--- src/rtl/mem_access_bridge_pkg.sv ---
`default_nettype none
// ============================================================================
// Module      : mem_access_bridge_pkg
// Description : Shared definitions for the memory access bridge: FSM state
//               encoding, default timeout and the MemRead/MemWrite opcodes
//               also used by the control unit.
// Revision    : 1.0 - initial release
// ============================================================================
package mem_access_bridge_pkg;

  // Bridge FSM states
  typedef enum logic [1:0] {
    ST_IDLE  = 2'd0,
    ST_REQ   = 2'd1,
    ST_DONE  = 2'd2,
    ST_FAULT = 2'd3
  } state_t;

  // Default number of cycles mem_req may stay up without an ack
  localparam int unsigned C_TIMEOUT_DEFAULT = 15;

  // Request opcodes, encoded as {MemWrite, MemRead}
  localparam logic [1:0] C_OP_NONE    = 2'b00;
  localparam logic [1:0] C_OP_READ    = 2'b01;
  localparam logic [1:0] C_OP_WRITE   = 2'b10;
  localparam logic [1:0] C_OP_ILLEGAL = 2'b11;

  function automatic logic [1:0] op_of(input logic i_read, input logic i_write);
    return {i_write, i_read};
  endfunction

endpackage
`default_nettype wire

--- src/rtl/mem_access_bridge_if.sv ---
`default_nettype none
// ============================================================================
// Module      : mem_access_bridge_if
// Description : CPU-side and memory-side signals of the bridge.
//               slave  : the bridge's view
//               master : the environment's view (datapath + memory)
//   cpu_addr/cpu_wdata/cpu_read/cpu_write : request from datapath
//   cpu_rdata/cpu_busy/cpu_done/cpu_fault : response to datapath
//   mem_req/mem_we/mem_addr/mem_wdata     : bus request
//   mem_rdata/mem_ack                     : bus response
// Revision    : 1.0 - initial release
// ============================================================================
interface mem_access_bridge_if #(
  parameter int ADDR_W = 32,
  parameter int DATA_W = 32
);
  logic [ADDR_W-1:0] cpu_addr;
  logic [DATA_W-1:0] cpu_wdata;
  logic              cpu_read;
  logic              cpu_write;
  logic [DATA_W-1:0] cpu_rdata;
  logic              cpu_busy;
  logic              cpu_done;
  logic              cpu_fault;
  logic              mem_req;
  logic              mem_we;
  logic [ADDR_W-1:0] mem_addr;
  logic [DATA_W-1:0] mem_wdata;
  logic [DATA_W-1:0] mem_rdata;
  logic              mem_ack;

  modport slave (
    input  cpu_addr, cpu_wdata, cpu_read, cpu_write, mem_rdata, mem_ack,
    output cpu_rdata, cpu_busy, cpu_done, cpu_fault,
           mem_req, mem_we, mem_addr, mem_wdata
  );

  modport master (
    output cpu_addr, cpu_wdata, cpu_read, cpu_write, mem_rdata, mem_ack,
    input  cpu_rdata, cpu_busy, cpu_done, cpu_fault,
           mem_req, mem_we, mem_addr, mem_wdata
  );
endinterface
`default_nettype wire

--- src/rtl/mem_access_bridge_timeout_counter.sv ---
`default_nettype none
// ============================================================================
// Module      : mem_timeout_counter
// Description : Counts REQ cycles without an acknowledge.
//   clk, rst : clock, synchronous active-high reset
//   i_clr    : force count to zero
//   i_en     : increment count
//   o_tc     : count has reached TIMEOUT-1 (last allowed wait cycle)
// Revision    : 1.0 - initial release
// ============================================================================
module mem_timeout_counter #(
  parameter int unsigned TIMEOUT = 15
) (
  input  wire logic clk,
  input  wire logic rst,
  input  wire logic i_clr,
  input  wire logic i_en,
  output logic      o_tc
);
  localparam int CNT_W = $clog2(TIMEOUT + 1);

  logic [CNT_W-1:0] r_cnt;

  always_ff @(posedge clk) begin
    if (rst || i_clr) begin
      r_cnt <= '0;
    end else if (i_en) begin
      r_cnt <= r_cnt + 1'b1;
    end
  end

  assign o_tc = (r_cnt == CNT_W'(TIMEOUT - 1));
endmodule
`default_nettype wire

--- src/rtl/mem_access_bridge.sv ---
`default_nettype none
// ============================================================================
// Module      : mem_access_bridge
// Description : Registers one datapath memory access at a time and drives it
//               onto a req/ack word bus, stalling the control unit until the
//               access completes (cpu_done) or is aborted (cpu_fault).
//   clk, rst : clock, synchronous active-high reset
//   bus      : mem_access_bridge_if.slave (CPU and memory sides)
// Revision    : 1.0 - initial release
// ============================================================================
module mem_access_bridge
  import mem_access_bridge_pkg::*;
#(
  parameter int          ADDR_W  = 32,
  parameter int          DATA_W  = 32,
  parameter int unsigned TIMEOUT = C_TIMEOUT_DEFAULT
) (
  input wire logic              clk,
  input wire logic              rst,
  mem_access_bridge_if.slave    bus
);
  state_t            r_state;
  logic              r_req;
  logic              r_we;
  logic [ADDR_W-1:0] r_addr;
  logic [DATA_W-1:0] r_wdata;
  logic [DATA_W-1:0] r_rdata;
  logic              r_done;
  logic              r_fault;
  logic              w_tc;
  logic [1:0]        w_op;

  assign w_op = op_of(bus.cpu_read, bus.cpu_write);

  mem_timeout_counter #(.TIMEOUT(TIMEOUT)) u_timeout (
    .clk  (clk),
    .rst  (rst),
    .i_clr(r_state == ST_IDLE),
    .i_en ((r_state == ST_REQ) && !bus.mem_ack),
    .o_tc (w_tc)
  );

  always_ff @(posedge clk) begin
    if (rst) begin
      r_state <= ST_IDLE;
      r_req   <= 1'b0;
      r_we    <= 1'b0;
      r_addr  <= '0;
      r_wdata <= '0;
      r_rdata <= '0;
      r_done  <= 1'b0;
      r_fault <= 1'b0;
    end else begin
      r_done  <= 1'b0;
      r_fault <= 1'b0;
      case (r_state)
        ST_IDLE: begin
          case (w_op)
            C_OP_READ, C_OP_WRITE: begin
              r_addr  <= bus.cpu_addr;
              r_wdata <= bus.cpu_wdata;
              r_we    <= bus.cpu_write;
              r_req   <= 1'b1;
              r_state <= ST_REQ;
            end
            C_OP_ILLEGAL: begin
              r_fault <= 1'b1;
              r_state <= ST_FAULT;
            end
            default: ;
          endcase
        end
        ST_REQ: begin
          // An ack on the last allowed cycle still wins over the timeout
          if (bus.mem_ack) begin
            if (!r_we) begin
              r_rdata <= bus.mem_rdata;
            end
            r_req   <= 1'b0;
            r_we    <= 1'b0;
            r_done  <= 1'b1;
            r_state <= ST_DONE;
          end else if (w_tc) begin
            r_req   <= 1'b0;
            r_we    <= 1'b0;
            r_fault <= 1'b1;
            r_state <= ST_FAULT;
          end
        end
        default: begin
          r_state <= ST_IDLE;
        end
      endcase
    end
  end

  // Busy goes up in the same cycle the request is seen so the control unit
  // cannot step past an access that has not started yet.
  assign bus.cpu_busy  = !rst && ((r_state == ST_REQ) ||
                                  ((r_state == ST_IDLE) && (w_op != C_OP_NONE)));
  assign bus.cpu_rdata = r_rdata;
  assign bus.cpu_done  = r_done;
  assign bus.cpu_fault = r_fault;
  assign bus.mem_req   = r_req;
  assign bus.mem_we    = r_we;
  assign bus.mem_addr  = r_addr;
  assign bus.mem_wdata = r_wdata;
endmodule
`default_nettype wire

--- src/flat_wrapper.sv ---
// flat-port wrapper written by rule: the top's interface ports become plain ports
module mem_access_bridge_flat import mem_access_bridge_pkg::*;
#(
  parameter int          ADDR_W  = 32,
  parameter int          DATA_W  = 32,
  parameter int unsigned TIMEOUT = C_TIMEOUT_DEFAULT
)
  (clk, rst, bus_cpu_addr, bus_cpu_wdata, bus_cpu_read, bus_cpu_write, bus_mem_rdata, bus_mem_ack, bus_cpu_rdata, bus_cpu_busy, bus_cpu_done, bus_cpu_fault, bus_mem_req, bus_mem_we, bus_mem_addr, bus_mem_wdata);
  mem_access_bridge_if #(.ADDR_W(ADDR_W), .DATA_W(DATA_W)) bus_i ();
  input wire logic clk;
  input wire logic rst;
  input wire logic [$bits(bus_i.cpu_addr)-1:0] bus_cpu_addr;
  input wire logic [$bits(bus_i.cpu_wdata)-1:0] bus_cpu_wdata;
  input wire logic [$bits(bus_i.cpu_read)-1:0] bus_cpu_read;
  input wire logic [$bits(bus_i.cpu_write)-1:0] bus_cpu_write;
  input wire logic [$bits(bus_i.mem_rdata)-1:0] bus_mem_rdata;
  input wire logic [$bits(bus_i.mem_ack)-1:0] bus_mem_ack;
  output wire logic [$bits(bus_i.cpu_rdata)-1:0] bus_cpu_rdata;
  output wire logic [$bits(bus_i.cpu_busy)-1:0] bus_cpu_busy;
  output wire logic [$bits(bus_i.cpu_done)-1:0] bus_cpu_done;
  output wire logic [$bits(bus_i.cpu_fault)-1:0] bus_cpu_fault;
  output wire logic [$bits(bus_i.mem_req)-1:0] bus_mem_req;
  output wire logic [$bits(bus_i.mem_we)-1:0] bus_mem_we;
  output wire logic [$bits(bus_i.mem_addr)-1:0] bus_mem_addr;
  output wire logic [$bits(bus_i.mem_wdata)-1:0] bus_mem_wdata;
  assign bus_i.cpu_addr = bus_cpu_addr;
  assign bus_i.cpu_wdata = bus_cpu_wdata;
  assign bus_i.cpu_read = bus_cpu_read;
  assign bus_i.cpu_write = bus_cpu_write;
  assign bus_i.mem_rdata = bus_mem_rdata;
  assign bus_i.mem_ack = bus_mem_ack;
  assign bus_cpu_rdata = bus_i.cpu_rdata;
  assign bus_cpu_busy = bus_i.cpu_busy;
  assign bus_cpu_done = bus_i.cpu_done;
  assign bus_cpu_fault = bus_i.cpu_fault;
  assign bus_mem_req = bus_i.mem_req;
  assign bus_mem_we = bus_i.mem_we;
  assign bus_mem_addr = bus_i.mem_addr;
  assign bus_mem_wdata = bus_i.mem_wdata;
  mem_access_bridge #(.ADDR_W(ADDR_W), .DATA_W(DATA_W), .TIMEOUT(TIMEOUT)) u_core (.clk(clk), .rst(rst), .bus(bus_i));
endmodule
--- config.mk ---
export PLATFORM = sky130hd
export DESIGN_NAME = mem_access_bridge_flat
export DESIGN_NICKNAME = d
export VERILOG_FILES = /design/src/rtl/mem_access_bridge_pkg.sv /design/src/rtl/mem_access_bridge_if.sv /design/src/rtl/mem_access_bridge_timeout_counter.sv /design/src/rtl/mem_access_bridge.sv /design/src/flat_wrapper.sv
export SDC_FILE = /design/constraint.sdc
export NUM_CORES = 1
export LEC_CHECK = 0
export ABC_CLOCK_PERIOD_IN_PS = 1900
export CORE_UTILIZATION = 39
export DETAILED_ROUTE_END_ITERATION = 10
export PLACE_DENSITY = 0.77
export SYNTH_ARGS = -nofsm -noshare
export SYNTH_HDL_FRONTEND = slang
export SYNTH_SLANG_ARGS = --single-unit
--- constraint.sdc ---
create_clock -name clk -period 1.9 [get_ports clk]
set_clock_uncertainty 0.2 [all_clocks]
set_input_delay 0.38 -clock clk [delete_from_list [all_inputs] [get_ports clk]]
set_output_delay 0.38 -clock clk [all_outputs]
set_load 0.05 [all_outputs]
Word level (Yosys, flattened, before mapping) --
Cells that the tools add are included.
Storage, ports and cells: output and inout bits 101, register bits 106, bits of input ports 101
Cells by class: reductions and logical operators 16, muxes and demuxes 15, equality and inequality tests 8, bitwise operators 2, add/sub/neg operators 1
Operators with widths (count):
- two-way mux 1 bit | 8
- one-hot mux 2 bit (2 select lines) | 2
- one-hot mux 1 bit (2 select lines) | 3
- AND reduction 3 bit | 2
- adder 4 x 1 -> 4 bit (second input constant) | 1
- == test 2 x 1 -> 1 bit (second input constant) | 2
- == test 2 bit (second input constant) | 2
- == test 4 bit (second input constant) | 1
- two-way mux 2 bit | 2
- AND reduction 2 bit | 2
- nonzero test 2 bit | 2
- OR reduction 2 bit | 2
- logical AND 1 bit | 3
- != test 3 x 1 -> 1 bit (second input constant) | 1
- != test 3 bit (second input constant) | 1
- logical NOT 1 bit | 2
- logical NOT 2 bit | 1
- logical OR 1 bit | 2
- != test 2 x 1 -> 1 bit (second input constant) | 1
- NOT 1 bit | 2

Logic depth before layout (Yosys ltp) --
Gate-level depths: netlist of run 1.
depth in word-level cells 4, mapped depth 7, depth with buffers taken out 5

Modules after synthesis --
A second synthesis of run 1 with hierarchy kept.
Second synthesis, totals: cell total of the unflattened synthesis 472, area, all modules 3895.0 um^2
By module, submodules not included:
- mem_access_bridge | cells each 452, area an instance 3697.3 um^2, instances 1, sequential area each 2042.0 um^2
- mem_timeout_counter | cells each 20, area an instance 197.7 um^2, instances 1, sequential area each 80.1 um^2

Least setup slack after synthesis of run 1 --
OpenSTA, ideal clock, no wires.
path kind input -> output, start input rst, end output bus_cpu_busy, path slack -0.582 ns, arrival 1.902 ns, cell stages on the path 3, path through clkbuf_1 -> buf_2 -> a211oi_1
On the way: cells in the longest elaborated chain, start to end 2
RTL lines:
- from (decl) | line flat_wrapper.sv:11 | input wire logic rst;
- logical NOT 1 bit | line mem_access_bridge.sv:99 | assign bus.cpu_busy = !rst && ((r_state == ST_REQ) ||
- logical AND 1 bit | line mem_access_bridge.sv:99
- to (decl) | line flat_wrapper.sv:19 | output wire logic [$bits(bus_i.cpu_busy)-1:0] bus_cpu_busy;
Every way passes these cells.

Worst setup path in the final report of run 1 --
start input bus_cpu_write, end output bus_cpu_busy
On the way: cells in the longest elaborated chain, start to end 4
RTL lines:
- from (decl) | line flat_wrapper.sv:15 | input wire logic [$bits(bus_i.cpu_write)-1:0] bus_cpu_write;
- nonzero test 2 bit | line mem_access_bridge.sv:100 | ((r_state == ST_IDLE) && (w_op != C_OP_NONE)));
- logical AND 1 bit | line mem_access_bridge.sv:100
- logical OR 1 bit | line mem_access_bridge.sv:99
- logical AND 1 bit | line mem_access_bridge.sv:99
Every way passes these cells.

==> results of run 1 <==
==> through the flow <==
stage | std cells | total power, mW | util [%] | setup slack [ns] | instance area [um2]
finish | 805 | 5.50 | 64.0 | 0.0608 | 6020
global route | 805 | 5.75 | 64.0 | 0.00829 | 6020
CTS | 803 | 5.53 | 63.6 | 0.00919 | 5990
detailed placement | 787 | 4.15 | 61.5 | -0.550 | 5790
global placement | 787 | 4.12 | 61.5 | -0.493 | 5790
floorplan | 480 | 3.53 | - | 0.0877 | 3880
==> state kept, by name (all words and copies together), names as in the netlist <==
name	flops
u_core.u_timeout.r_cnt	4
u_core.bus.mem_req	1
u_core.bus.mem_we	1
u_core.bus.cpu_rdata	32
u_core.bus.mem_addr	32
u_core.r_state	2
u_core.bus.cpu_fault	1
u_core.bus.cpu_done	1
u_core.bus.mem_wdata	32
==> Yosys cell counts, types with 3 or more instances <==
master,instances,area share [%]
ha_1,4,1.3
nand3_1,3,0.39
buf_6,5,1.5
nor3_1,4,0.52
buf_4,5,0.97
nand2_1,194,19
nor2_1,3,0.29
a21oi_1,100,13
buf_2,13,1.7
dfxtp_1,106,55
or3_1,4,0.65
inv_1,4,0.39
clkbuf_1,14,1.4
==> layout make-up <==
cell class | instances | area, um2
fillers | 819 | 3390
inverters | 5 | 18.8
well taps | 129 | 161
repair buffers | 217 | 1970
clock buffers | 11 | 131
flip-flops and latches | 106 | 2130
clock inverters | 5 | 62.6
multi-input cells | 332 | 1560
==> where the power goes <==
part,switching (mW),internal [mW]
combinational,1.03,0.608
sequential,0.0959,2.39
clock,0.766,0.619
==> how the worst min path moves through the flow <==
stage | from | to | slack (ns) | cells after the start
final | u_core.bus.mem_addr[17] | u_core.bus.mem_addr[17] | 0.26 | 2
after global routing | u_core.bus.mem_addr[15] | u_core.bus.mem_addr[15] | 0.28 | 2
after CTS | u_core.bus.mem_addr[17] | u_core.bus.mem_addr[17] | 0.26 | 2
after detailed placement | u_core.bus.mem_addr[17] | u_core.bus.mem_addr[17] | 0.25 | 2
after global placement | u_core.bus.mem_addr[27] | u_core.bus.mem_addr[27] | 0.24 | 2
after floorplan | u_core.u_timeout.r_cnt[3] | u_core.u_timeout.r_cnt[3] | 0.28 | 2
==> metal layers <==
metal | GRT usage (%) | up-vias | share of wire [%]
met5 | 0 | - | 0
met4 | 8.03 | 0 | 1.8
met3 | 6.49 | 16 | 9.6
met2 | 36.0 | 163 | 48
met1 | 22.8 | 1776 | 41
li1 | - | 1936 | -
==> worst min-delay path, stage by stage (launching register included) <==
cell	delay, ns
dfxtp_1	0.32
nand2_1	0.05
a21oi_1	0.05
==> cells by family after synthesis <==
| group | Yosys count | share of synthesized area [%] |
|---|---|---|
| flip-flops | 106 | 54.9 |
| AO/OA/AOI/OAI | 108 | 14.4 |
| adder cells (fa/ha/maj) | 4 | 1.29 |
| buffers and inverters | 42 | 5.95 |
| AND/OR/NAND/NOR | 220 | 23.5 |
==> cell usage in the layout (no fill, tap or decap), drive strengths merged, types with 2 or more instances in the layout <==
master and n:
dfxtp 106, dlygate4sd2 2, nand4bb 2, ha 4
a31oi 2, clkdlybuf4s50 97, or3 4, a21oi 100
o21ai 2, nor2 3, nand2b 3, clkinvlp 2
clkbuf 12, nand2 194, nor3b 2, buf 117
nand3 3, nor3 4, inv 6
==> timing repair <==
| action | CTS | global route |
|---|---|---|
| cloned | 0 | 1 |
| gates resized for setup | 5 | 1 |
| setup buffers | 0 | 1 |
| pin swaps | 1 | 0 |
| hold buffers | 0 | 0 |
| setup endpoints to repair | 66 | 5 |
==> results_dict.tcl, run 1 <==
set metrics [dict create \
    cpLargestDelayFamily "buffers and inverters" \
    seq_area_frac_synth_pct 54.9 \
    clk_path_buf_depth 2 \
    routed_wl_mm 11.1 \
    critPathLaunch "bus_cpu_write" \
    core_um2 9420 \
    cts-root-buf "clkbuf_8" \
    hold_path.class "flop to flop" \
    vias_per_cell 4.83 \
    wire_per_inst_um 13.8 \
    ys.flop_type "dfxtp_1" \
    peakVddDrop_mv 0.402 \
    clk_latency_ns 0.35 \
    cp-end-kind "primary output" \
    setup_viol 0 \
    final_hold_viol_count 0 \
    worstSetupPathType "input pin to primary output" \
    synth_nets 585 \
    dieArea_um2 10300 \
    drc 0 \
    cp_max_fo 2 \
    grt_pass1_wl_mm 16.6 \
    grt_pass1_vias 3668 \
    cp_num_buf_inv 3 \
    fin_crit_sh_pct 96.8 \
    yosys_warnings 0 \
    die_h_um 102 \
    first_iter_violations 151 \
    max_cap_viol_count 0 \
    worstPathRequired_ns 1.32 \
    grt_max_degree 61 \
    fin_crit_ns 1.84 \
    gp_congestion 0.753 \
    htreeDepth 3 \
    synthToLayoutAreaGrowth_pct 55.7 \
    die_x_um 102 \
    rr_worst_depth 5 \
    cp_slowest_stage_delay_ns 0.24 \
    io_buffers 201 \
    r2r_start "u_core.r_state[1]" \
    timing.rr.end "u_core.bus.mem_addr[24]" \
    nets 776 \
    syn_avg_cell_area_um2 8.06 \
    hold_ws_ns 0.260 \
    drtAntennaViolNets 0 \
    syn_area_um2 3870 \
    rows 35 \
    start_util_pct 41.1 \
    cts_buffers 9 \
    hpwl_mm 7.92 \
    drv_slew 0 \
    endpoint "bus_cpu_busy" \
    crit_cells 5 \
    p_leak_nw 2.43 \
    grtUsageTotal_pct 20.4 \
    synth-async-reset-ratio_pct 0 \
    outcome "complete, no violations" \
    slew_headroom_pct 70.8 \
    worstMarginPinSlew_ns 0.438 \
    cts_tree "done" \
    path_cells "dlygate4sd2_1 > inv_1 > ha_2 > a211oi_4 > buf_12" \
    crit_arrival_ns 1.26 \
    synth_edf_count 0 \
    clock-sinks 106 \
    ioPinCount 202 \
    first_pass_iters 4 \
    antenna_found_initial 0 \
    vias 3891 \
    synth_cell_type_count 30 \
    powerDensity_nw_per_um2 914 \
    clkTransAtPathRegs_ns 0.11 \
    crit_slowest_cell "a211oi_4" \
    tns_ns 0 \
    syn_inst 480 \
    diodes 0 \
    max_freq_mhz 544 \
    ys_ff_latch 106 \
    rsz0062_at_grt "no" \
    ff2ff_setup_slack_ns 0.22 \
    drive_above_1_share_pct 20.7 \
    startpoint_type "input pin" \
    grt_overflow 0 \
]
No activity file was read; power rests on OpenSTA's default activity.
==> run 2, diff against run 1 <==
--- a/config.mk
+++ b/config.mk
@@ -11,4 +11,5 @@
 export PLACE_DENSITY = 0.77
 export SYNTH_ARGS = -nofsm -noshare
 export SYNTH_HDL_FRONTEND = slang
+export SYNTH_HIERARCHICAL = 1
 export SYNTH_SLANG_ARGS = --single-unit
==> run 2 against run 1 <==
Compared with the run above:
- hold slack lost 0.16 ns
- sequential share of layout area up 0.092 points
- final cell count fell by 0.37%
- count of clock-buffer cells in the layout fell by 2
- largest power group unchanged
- highest routed layer unchanged
==> results_dict.tcl, run 2 <==
set metrics [dict create \
    outcome "complete, no violations" \
    dieArea_um2 10400 \
    drive_above_1_share_pct 21.2 \
    ff2ff_setup_slack_ns 0.24 \
    cp_max_fo 2 \
    setup_viol 0 \
    clock-sinks 106 \
    worstPathRequired_ns 1.32 \
    wire_per_inst_um 12.8 \
    ctsHoldBuffers 0 \
    power.share.clock_pct 27.1 \
    synth.top_cell.area_share_pct 54.5 \
    p_leak_nw 2.46 \
    cp-end-kind "primary output" \
    drc 0 \
    diodes 0 \
    cts_tree "done" \
    synth_edf_count 0 \
    tns_ns 0 \
    startpoint_type "input pin" \
    gp_congestion 0.813 \
    peakVddDrop_mv 0.486 \
    synthToLayoutAreaGrowth_pct 54.5 \
    nFillCells 863 \
    htreeDepth 3 \
    ys_ff_latch 106 \
    yosysTopAreaCell "dfxtp_1" \
    clk_path_buf_depth 2 \
    drtAntennaViolNets 0 \
    grt_overflow 0 \
    worstSetupPathType "input pin to primary output" \
    first_iter_violations 75 \
    max_cap_viol_count 0 \
    die_x_um 102 \
    nets 769 \
    netlist_top_cells_count "nand2_1 (192), dfxtp_1 (106), a21oi_1 (100), buf_6 (16), clkbuf_1 (12)" \
    die_h_um 102 \
    antenna_found_initial 0 \
    powerDensity_nw_per_um2 926 \
    ioPinCount 202 \
    syn_inst 472 \
    grtUsageTotal_pct 19.1 \
    switching_share_pct 33.1 \
    p_int_mw 3.73 \
    synth_nets 577 \
    cts_buffers 9 \
    grt_pass1_wl_mm 15.7 \
    io_buffers 201 \
    p_sw_mw 1.84 \
    finish.utilization_pct 61.8 \
    synth_area_leaders "dfxtp_1 (54%), nand2_1 (19%), a21oi_1 (13%)" \
    synth-async-reset-ratio_pct 0 \
    synth_cell_type_count 31 \
    rows 36 \
    hpwl_mm 7.46 \
    layout_commonest_cell "nand2_1" \
    drv_slew 0 \
    fin_crit_ns 1.84 \
    crit_arrival_ns 1.26 \
    max_freq_mhz 542 \
    hold_path.class "input pin to flop" \
    final_hold_viol_count 0 \
    syn_avg_cell_area_um2 8.25 \
    core_um2 9730 \
    final_cell_mix "nand2_1 (192), buf_4 (111), dfxtp_1 (104)" \
    clk_latency_ns 0.34 \
    routed_wl_mm 10.3 \
    grt_max_degree 66 \
    vias_per_cell 4.68 \
    start_util_pct 40.0 \
    rsz0062_at_grt "no" \
    worstMarginPinSlew_ns 0.600 \
    slew_headroom_pct 60.0 \
    p_seq_share_pct 44.5 \
    grt_pass1_vias 3550 \
    syn_area_um2 3890 \
    first_pass_iters 4 \
    seq_area_frac_synth_pct 54.5 \
    fin_crit_sh_pct 97.1 \
    ys.flop_type "dfxtp_1" \
    synth.most_common_cell "nand2_1" \
    vias 3757 \
    cts-root-buf "clkbuf_8" \
    p_comb_share_pct 28.4 \
    p_total_mw 5.57 \
    yosys_warnings 6 \
    clkTransAtPathRegs_ns 0.10 \
]
[run 2: stage by stage]
step | worst slack [ns] | cell area, um2 | hold slack [ns] | instances
floorplan | 0.0802 | 3910 | 0.271 | 472
global placement | -0.496 | 5770 | 0.242 | 785
detailed placement | -0.545 | 5770 | 0.247 | 785
CTS | 0.0105 | 6000 | 0.0753 | 801
global route | 0.00866 | 6020 | 0.0762 | 802
finish | 0.0560 | 6020 | 0.0989 | 802
[run 2: final timing paths]
path | start | to | depth (start not counted)
min reg2reg | u_core/r_state[1] | u_core/r_state[1] | 1
max | bus_cpu_write | bus_cpu_busy | 5
max reg2reg | u_core/u_timeout/r_cnt[0] | u_core/bus.mem_we | 7
min | rst | u_core/bus.mem_addr[15] | 2
[run 2: power groups by stage]
stage	registers [mW]	clock network [mW]	logic, mW
floorplan	3.07	0	0.487
detailed placement	2.53	0	1.59
global route	2.50	1.65	1.69
CTS	2.49	1.57	1.59
global placement	2.53	0	1.57
finish	2.48	1.51	1.59
[run 2: layer usage]
metal  vias up  GRT usage (%)  share of wire (%)
li1       1914              -                  -
met1      1697           19.4                 39
met2       134           36.5                 52
met3        12           6.50                7.8
met4         0           5.82                1.6
met5         -              0                  0
[run 2: cell type report]
| type | count | area (um2) | area share (%) |
|---|---|---|---|
| flip-flops and latches | 106 | 2130 | 35.4 |
| clock inverters | 7 | 100 | 1.66 |
| clock buffers | 9 | 124 | 2.06 |
| well taps | 133 | 166 | 2.77 |
| inverters | 4 | 15.0 | 0.250 |
| repair buffers | 216 | 1940 | 32.3 |
| multi-input cells | 327 | 1540 | 25.6 |
[run 2: what timing repair did]
item	4_1_cts	5_1_grt
buffers inserted	0	1
setup endpoints to repair	66	1
pin swaps	2	1
resized for setup	7	2
[run 2: cell families (layout without fill, tap and decap cells)]
kind of cell               after synthesis  after routing  share of synthesized area (%)
DFF                                    106            106                           54.5
adders and majority gates                4              4                           1.28
muxes                                    1              1                          0.289
and+or+nand+nor                        215            215                           22.5
buffers and inverters                   39            236                           7.16
AOI/OAI and AO/OA                      106            106                           14.1
xor gates and xnor gates                 1              1                          0.225
[run 2: critical path, cell delays in order]
cell           delay, ns
dlygate4sd2_1       0.23
inv_2               0.06
ha_4                0.16
a211oi_4            0.26
buf_12              0.17
==> RTL edit, RTL diff (config.mk and constraints of run 2) <==
Encoding of `state_t`: now Gray code (2 bits for 4 states).
--- a/src/rtl/mem_access_bridge_pkg.sv
+++ b/src/rtl/mem_access_bridge_pkg.sv
@@ -11,8 +11,8 @@
   // Bridge FSM states
   typedef enum logic [1:0] {
-    ST_IDLE  = 2'd0,
-    ST_REQ   = 2'd1,
-    ST_DONE  = 2'd2,
-    ST_FAULT = 2'd3
+    ST_IDLE  = 2'b00,
+    ST_REQ   = 2'b01,
+    ST_DONE  = 2'b11,
+    ST_FAULT = 2'b10
   } state_t;
 
Function: no difference found for any inputs over 10 cycles, from zero or initial values and one cycle with rst high; not proved beyond that.
==> RTL edit against run 2 <==
Sequential cell count is the same; worst setup slack got worse by 0.020 ns; non-clock buffer count did not move; hold slack gained 0.14 ns; power decreased by 3.3%; area after synthesis grew 0.16%; design area unchanged; routed wire length grew 3.3%.
==> RTL edit: results (changes against run 2) <==
status: "complete, no violations"  # unchanged
yosys-top-cells-count: "nand2_1, dfxtp_1, a21oi_1, buf_6, clkbuf_1"  # unchanged
gpl_wtd_cong: 0.7710  # was 0.8129
ctsRootBufferMaster: "clkbuf_8"  # unchanged
finalWirelength_mm: 10.60  # was 10.27 mm
hpwl_mm: 7.815  # was 7.459 mm
critical_path_peak_fanout: 2  # unchanged
clock_latency_ns: 0.35
number_of_design_rule_violations_left_by_the_first_detailed_router_iteration: 87  # was 75
design.final.nets: 771  # was 769
dr_wl_met3_um: 912  # was 796 µm
drive_above_1_share: 0.2131  # was 0.2123
num_vias: 3775  # was 3,757
port_buffers: 201  # unchanged
dpl_cell_area_um2: 5803  # was 5768 µm²
share_seq_of_total_power: 0.460  # was 0.445
power.combinational.fraction: 0.299  # was 0.284
cts-root-to-sink-buffers: 2  # unchanged
detailedRoute.firstPassIterationCount: 4  # unchanged
via_per_inst: 4.695  # was 4.685
grt_start_max_net_pins: 81  # was 66
first_pass_grt_wire_length_mm: 16.14  # was 15.70 mm
synth_area_leaders: "dfxtp_1, nand2_1, a21oi_1, buf_6, buf_4"  # was dfxtp_1, nand2_1, a21oi_1, buf_6, ha_1
globalRouteTotalUtil: 0.1958  # was 0.1907
htreeDepth: 3  # unchanged
path_delay_family: "buffers and inverters"  # unchanged
vias_in_the_first_global_route: 3537  # was 3,550
syn_nets: 579  # was 577
powerComb_mw: 1.61
gate_count_post_synth: 474  # was 472
synth_edf_count: 0  # unchanged
detail_route.wirelength.met1_mm: 4.229  # was 4.014 mm
synthFlopType: "dfxtp_1"  # unchanged
switchingPower_mw: 1.847  # was 1.843 mW
synthesis.yosys.warnings: 6  # unchanged
dr_wl_met2_mm: 5.339  # was 5.292 mm
grt_antenna_before_repair: 0  # unchanged
ys_seq_area_frac: 0.5439  # was 0.5448
worst_setup_hold_path_clk_slew_ns: 0.10  # about the same
holdCritPathClass: "reg -> reg"  # was in -> reg
critical_path.max_stage_delay_ns: 0.26  # about the same
worst_slew_margin_rel: 0.7275  # was 0.5998
insertedDiodeCount: 0  # unchanged
async_set_reset_flop_share_out_of_synthesis: 0  # unchanged
cts_made_buffers: 9  # unchanged
worst_ir_drop_vdd_v: 0.0005062  # was 0.0004856 V
dp_cells: 787  # was 785
synth_cell_types: 30  # was 31
dr.max_layer_used: "met4"  # unchanged
p_leak_nw: 2.449  # was 2.458 nW
cp_slowest_cell: "a211oi_4"  # unchanged
drv_slew: 0  # unchanged
final.fill_count: 888  # was 863
[RTL edit: cell types whose count changed in the layout (fill, tap and decap cells not counted), moves of 2 or more]
| cell | change |
|---|---|
| buf_4 | -2 |
| clkbuf_8 | +2 |
| clkinvlp_4 | +2 |
| bufinv_16 | -2 |
| buf_12 | +2 |
[RTL edit: final timing paths]
kind         slack, ns                                    from                        endpoint  cells after the start
max               0.04                            bus_cpu_read                    bus_cpu_busy                      5
min               0.24          u_core/r_state[1]$_SDFFE_PP0P_  u_core/r_state[0]$_SDFFE_PP0P_                      1
max reg2reg       0.12  u_core/u_timeout/r_cnt[0]$_SDFFE_PP0P_  u_core/bus.mem_we$_SDFFE_PP0P_                      6
min reg2reg       0.24          u_core/r_state[1]$_SDFFE_PP0P_  u_core/r_state[0]$_SDFFE_PP0P_                      1
[RTL edit: cell type report]
class	instances	area share
inverters	4	0.002495
clock inverters	5	0.006238
flip-flops and latches	106	0.3539
repair buffers	216	0.3269
multi-input cells	329	0.2576
clock buffers	11	0.02516
well taps	133	0.02766
[RTL edit: logic make-up after synthesis]
group           count (synthesis)  synth area share
xor+xnor                        1          0.002245
simple gates                  217            0.2277
fa+ha+maj                       4           0.01283
flops                         106            0.5439
compound gates                106            0.1398
buf+inv                        39           0.07056
mux                             1          0.002886
[RTL edit: routing by layer]
layer,vias up,global-route usage
li1,1915,-
met5,-,0
met3,10,0.06703
met2,142,0.3567
met1,1708,0.2156
met4,0,0.05385
[RTL edit: repair_timing]
item	CTS	global route
gates resized for setup	8	2
setup buffers	0	1
endpoints found under the setup margin	66	1
pin swaps	1	1
[RTL edit: metrics by stage]
stage	util	setup WS [ns]
finish	0.6184	0.03591
global route	0.6184	0.001757
global placement	0.5965	-0.4740
floorplan	-	0.07889
detailed placement	0.5965	-0.5486
CTS	0.6172	0.009561
